$ cat config.mk
export PLATFORM = sky130hd
export DESIGN_NAME = fp16_post_add_normalizer
export DESIGN_NICKNAME = d
export VERILOG_FILES = /design/src/rtl/fp16_post_add_normalizer.sv
export SDC_FILE = /design/constraint.sdc
export NUM_CORES = 1
export LEC_CHECK = 0
export ABC_AREA = 1
export CELL_PAD_IN_SITES_DETAIL_PLACEMENT = 1
export CELL_PAD_IN_SITES_GLOBAL_PLACEMENT = 1
export CORE_MARGIN = 2
export CORE_UTILIZATION = 38
export CTS_BUF_LIST = sky130_fd_sc_hd__clkbuf_8 sky130_fd_sc_hd__clkbuf_16
export CTS_CLUSTER_SIZE = 12
export DETAILED_ROUTE_END_ITERATION = 16
export PLACE_DENSITY_LB_ADDON = 0.1
export SLEW_MARGIN = 5
export SYNTH_ARGS = -nofsm -noshare
export SYNTH_HDL_FRONTEND = slang
export SYNTH_SLANG_ARGS = --single-unit
$ cat constraint.sdc
create_clock -name clk_i -period 2.1 [get_ports clk_i]
set_clock_uncertainty 0.15 [all_clocks]
set_input_delay 0.42 -clock clk_i [delete_from_list [all_inputs] [get_ports clk_i]]
set_output_delay 0.42 -clock clk_i [all_outputs]
set_load 0.01 [all_outputs]
$ cat src/rtl/fp16_post_add_normalizer.sv
// Post-add normalize-and-pack stage for the binary16 adder path.
// Takes the raw significand sum/carry, sign and common aligned exponent, renormalizes the
// significand (right by one on carry, left one bit per cycle on cancellation), handles
// overflow to infinity, exact zero and underflow flush, and emits a packed binary16 word.
//
// Ports:
//   clk_i          clock, rising edge
//   rst_i          asynchronous active-high reset
//   in_valid_i     upstream presents a result
//   in_ready_o     stage can accept (IDLE only, never during reset)
//   in_sign_i      result sign
//   in_exp_i       common aligned exponent, biased
//   in_mant_i      adder sum, bit [FRAC_W] is the hidden-bit position
//   in_carry_i     adder carry-out
//   out_valid_o    out_result_o is valid
//   out_ready_i    downstream accepts
//   out_result_o   packed {sign, exp, frac}
//   busy_o         stage is not IDLE
module fp16_post_add_normalizer #(
  parameter int unsigned EXP_W  = 5,
  parameter int unsigned FRAC_W = 10
) (
  input  logic                     clk_i,
  input  logic                     rst_i,
  input  logic                     in_valid_i,
  output logic                     in_ready_o,
  input  logic                     in_sign_i,
  input  logic [EXP_W-1:0]         in_exp_i,
  input  logic [FRAC_W:0]          in_mant_i,
  input  logic                     in_carry_i,
  output logic                     out_valid_o,
  input  logic                     out_ready_i,
  output logic [EXP_W+FRAC_W:0]    out_result_o,
  output logic                     busy_o
);

  localparam int unsigned MantW = FRAC_W + 1;
  localparam int unsigned ResW  = EXP_W + FRAC_W + 1;

  // Exponent arithmetic runs one bit wider so 31/underflow are detectable without wrap.
  localparam logic [EXP_W:0] ExpMax = {1'b0, {EXP_W{1'b1}}};
  localparam logic [EXP_W:0] ExpOne = (EXP_W + 1)'(1);

  typedef enum logic [1:0] {StIdle, StCheck, StShift, StPack} state_e;

  state_e              state_q, state_d;
  logic                sign_q, sign_d;
  logic                carry_q, carry_d;
  logic [EXP_W:0]      exp_q, exp_d;
  logic [MantW-1:0]    mant_q, mant_d;
  logic                out_valid_q, out_valid_d;
  logic [ResW-1:0]     out_result_q, out_result_d;
  logic [EXP_W:0]      exp_inc;

  assign exp_inc      = exp_q + ExpOne;
  assign in_ready_o   = (state_q == StIdle) && !rst_i;
  assign busy_o       = (state_q != StIdle);
  assign out_valid_o  = out_valid_q;
  assign out_result_o = out_result_q;

  // Special results (infinity, zero, flush) are encoded directly into exp/mant so the
  // PACK step is uniform: infinity = exp all-ones with zero fraction, zero = all zeros.
  always_comb begin
    state_d      = state_q;
    sign_d       = sign_q;
    carry_d      = carry_q;
    exp_d        = exp_q;
    mant_d       = mant_q;
    out_valid_d  = out_valid_q;
    out_result_d = out_result_q;

    unique case (state_q)
      StIdle: begin
        if (in_valid_i && in_ready_o) begin
          sign_d  = in_sign_i;
          carry_d = in_carry_i;
          exp_d   = {1'b0, in_exp_i};
          mant_d  = in_mant_i;
          state_d = StCheck;
        end
      end

      StCheck: begin
        state_d = StPack;
        if (exp_q == ExpMax) begin
          mant_d = '0;
        end else if (carry_q) begin
          // Right shift by one; the dropped LSB is truncated.
          mant_d = {1'b1, mant_q[MantW-1:1]};
          exp_d  = exp_inc;
          if (exp_inc == ExpMax) begin
            mant_d = '0;
          end
        end else if (mant_q == '0) begin
          exp_d = '0;
        end else if (mant_q[MantW-1]) begin
          if (exp_q == '0) begin
            mant_d = '0;
          end
        end else begin
          state_d = StShift;
        end
      end

      StShift: begin
        if (exp_q <= ExpOne) begin
          // No subnormals: flush once the exponent cannot go lower.
          exp_d   = '0;
          mant_d  = '0;
          state_d = StPack;
        end else begin
          mant_d = mant_q << 1;
          exp_d  = exp_q - ExpOne;
          if (mant_q[MantW-2]) begin
            state_d = StPack;
          end
        end
      end

      StPack: begin
        if (!out_valid_q) begin
          out_valid_d  = 1'b1;
          out_result_d = {sign_q, exp_q[EXP_W-1:0], mant_q[FRAC_W-1:0]};
        end else if (out_ready_i) begin
          out_valid_d = 1'b0;
          state_d     = StIdle;
        end
      end

      default: state_d = StIdle;
    endcase
  end

  always_ff @(posedge clk_i or posedge rst_i) begin
    if (rst_i) begin
      state_q      <= StIdle;
      sign_q       <= 1'b0;
      carry_q      <= 1'b0;
      exp_q        <= '0;
      mant_q       <= '0;
      out_valid_q  <= 1'b0;
      out_result_q <= '0;
    end else begin
      state_q      <= state_d;
      sign_q       <= sign_d;
      carry_q      <= carry_d;
      exp_q        <= exp_d;
      mant_q       <= mant_d;
      out_valid_q  <= out_valid_d;
      out_result_q <= out_result_d;
    end
  end

endmodule

==> impl_metrics.env <==
export IMPL_yosys_warnings=0
export IMPL_ys_flop_type="dfrtp_1"
export IMPL_cts_buffers=5
export IMPL_synth_top_area_share_pct=39.3
export IMPL_h_tree_depth=2
export IMPL_ant_nets=0
export IMPL_fin_crit_sh_pct=93.6
export IMPL_dp_hpwl_um=4790
export IMPL_gp_congestion=0.833
export IMPL_dr_wl_met3_um=190
export IMPL_grt_util_all_layers_pct=20.1
export IMPL_power_frac_clock_pct=9.8
export IMPL_async_flop_share_pct=100
export IMPL_synth_seq_cells=38
export IMPL_syn_area_mm2=0.00242
export IMPL_rsz0062_at_grt="false"
export IMPL_swShare_pct=47.9
export IMPL_cts_root_buf="clkbuf_8"
export IMPL_clkLatencyLatePin_ps=310
export IMPL_filler_cell_count=797
export IMPL_yosysMostFrequentCell="nand2_1"
export IMPL_die_x_um=83.8
export IMPL_p_leak_nw=1.55
export IMPL_status="finished, final reports clean"
export IMPL_synth_top_area_cell="dfrtp_1"
export IMPL_io_buffers=40
export IMPL_drc=0
export IMPL_synth_cell_types=28
export IMPL_period_minus_slack_ps=1970
export IMPL_dpl_cell_area_mm2=0.00300
export IMPL_min_path_type="flip-flop to flip-flop"
export IMPL_antenna_found_initial=0
export IMPL_drive_gt1_share_pct=12.7
export IMPL_die_height_um=83.8
export IMPL_ctsHoldBuffers=0
export IMPL_clock_sinks=38
export IMPL_fin_setup_tns_ps=0
export IMPL_cts_buffer_depth=2
export IMPL_worstMarginPinSlew_ps=513
export IMPL_cp_required_ps=1530
export IMPL_postCtsSetupRepairBufs=0
export IMPL_power_density_mw_per_mm2=1690
export IMPL_hold_slack_ps=336
export IMPL_drt_iter0_markers=81
export IMPL_critPathKind="flip-flop to primary output"
export IMPL_intPower_mw=2.72
export IMPL_routed_wl_um=6440
export IMPL_top_layer="met4"
export IMPL_synth_cells=333
export IMPL_fmax_mhz=509
export IMPL_dieArea_mm2=0.00702
export IMPL_synth_seq_area_share_pct=39.3
export IMPL_slew_headroom_pct=65.8
export IMPL_grt_max_degree=39
export IMPL_synth_common_cells="nand2_1 (94), nor2_1 (43), inv_1 (42)"
export IMPL_diodes=0
export IMPL_ir_drop_v=0.000914
export IMPL_postLayoutCoreUtil_pct=49.3
export IMPL_met2_wirelength_um=3010
export IMPL_grt_pass1_vias=2385
export IMPL_setup_viol_count_final=0
export IMPL_p_seq_share_pct=27.4
export IMPL_avgSynthCellArea_um2=7.27
export IMPL_pwr_share_comb_pct=62.8
export IMPL_cts_tree="done"
export IMPL_routed_via_density=4.84
export IMPL_max_cap_violations=0
export IMPL_final_area_mm2=0.00308
export IMPL_p_switching_mw=2.50
export IMPL_rows=29
export IMPL_post_drt_wl_per_cell_um=13.9
export IMPL_core_area_mm2=0.00624
export IMPL_crit_fanout=4
export IMPL_initial_utilization_pct=38.8
export IMPL_clk_pin_slew_ps=80
export IMPL_grt_pass1_wl_um=11300
export IMPL_io_pins=41
export IMPL_hold_viol_final=0
export IMPL_cp_arrival_ps=1400
export IMPL_synth_edff_count=0
export IMPL_met1_length_um=3150
export IMPL_end_kind="primary output"
export IMPL_dr_pass1_iters=4
export IMPL_fin_nets=418
export IMPL_syn_nets=365
export IMPL_report_final_slew_viol_count=0
export IMPL_cp_start_kind="flip-flop"
export IMPL_gr_total_overflow=0
export IMPL_synth_area_leaders="dfrtp_1 (39%), nand2_1 (15%), nor2_1 (6.7%)"
export IMPL_area_delta_synth_final_pct=27.2
export IMPL_num_vias=2240
sequential cells by signal, indices dropped and copies added, names as in the netlist:
register / flops
exp_q: 6
out_result_o: 16
out_valid_o: 1
mant_q: 11
carry_q: 1
sign_q: 1
state_q: 2
critical path, cell delays in order, from the launching register on:
cell	delay [ps]
dfrtp_1	410
inv_1	90
ha_1	150
inv_1	80
nor2_2	110
clkdlybuf4s15_1	250
repair_timing:
item,in CTS,in global routing
gates resized for setup,3,4
pin swaps,0,0
endpoints found under the setup margin,3,6
gates cloned,0,0
power by group through the flow:
stage / Combinational, mW / Sequential, mW / Clock, mW
6_report: 3.27 / 1.43 / 0.511
5_1_grt: 3.76 / 1.49 / 0.551
4_1_cts: 3.32 / 1.43 / 0.530
3_5_place_dp: 3.30 / 1.44 / 0
3_3_place_gp: 3.20 / 1.43 / 0
2_1_floorplan: 2.17 / 1.40 / 0
placed cells by master, fill, tap and decap left out, drive strengths merged, types with 5 or more instances in the layout:
cell | Yosys | routed
nand3 | 16 | 16
buf | 9 | 20
nor2 | 47 | 47
dfrtp | 38 | 38
clkdlybuf4s50 | 0 | 38
a21oi | 10 | 10
clkbuf | 5 | 5
ha | 10 | 10
o21ai | 31 | 31
nand4 | 11 | 11
nand2 | 99 | 99
inv | 43 | 42
cells by family after synthesis:
kind of cell,after synthesis,share of synthesized area (%)
AOI/OAI and AO/OA,46,10.2
xor gates and xnor gates,4,1.45
adders and majority gates,10,5.17
buffers and inverters,58,11.0
DFF,38,39.3
muxes,3,1.40
and+or+nand+nor,174,31.5
metal layers:
metal	up-vias	track usage, %
li1	1145	-
met1	1060	26.2
met2	27	33.7
met3	8	4.06
met4	0	5.72
met5	-	0
through the flow:
| step | setup slack, ps | power (mW) | cells |
|---|---|---|---|
| after detailed placement | -32.9 | 4.74 | 456 |
| after CTS | 47.2 | 5.28 | 463 |
| after global routing | 28.9 | 5.80 | 463 |
| after floorplan | 110 | 3.58 | 333 |
| final | 134 | 5.21 | 463 |
| after global placement | 6.60 | 4.64 | 456 |
final cells by class:
type,count,area [µm²],area share [%]
Clock inverter,2,10.0,0.325
Inverter,44,169,5.49
Clock buffer,5,68.8,2.23
Tap cell,77,96.3,3.13
Sequential cell,38,952,30.9
Multi-Input combinational cell,237,1210,39.3
Timing Repair Buffer,60,574,18.7
worst paths after layout:
path / cells past startpoint / endpoint / slack (ps) / startpoint
setup / recovery: 5 / in_ready_o / 130 / state_q[0]
hold / removal: 2 / out_result_o[5] / 340 / out_result_o[5]
setup reg to reg: 12 / mant_q[5] / 200 / exp_q[0]
hold reg to reg: 2 / out_result_o[5] / 340 / out_result_o[5]
max in group asynchronous: 4 / exp_q[0] / 840 / rst_i
min in group asynchronous: 4 / exp_q[1] / 590 / rst_i
(Power assumes the default switching activity.)
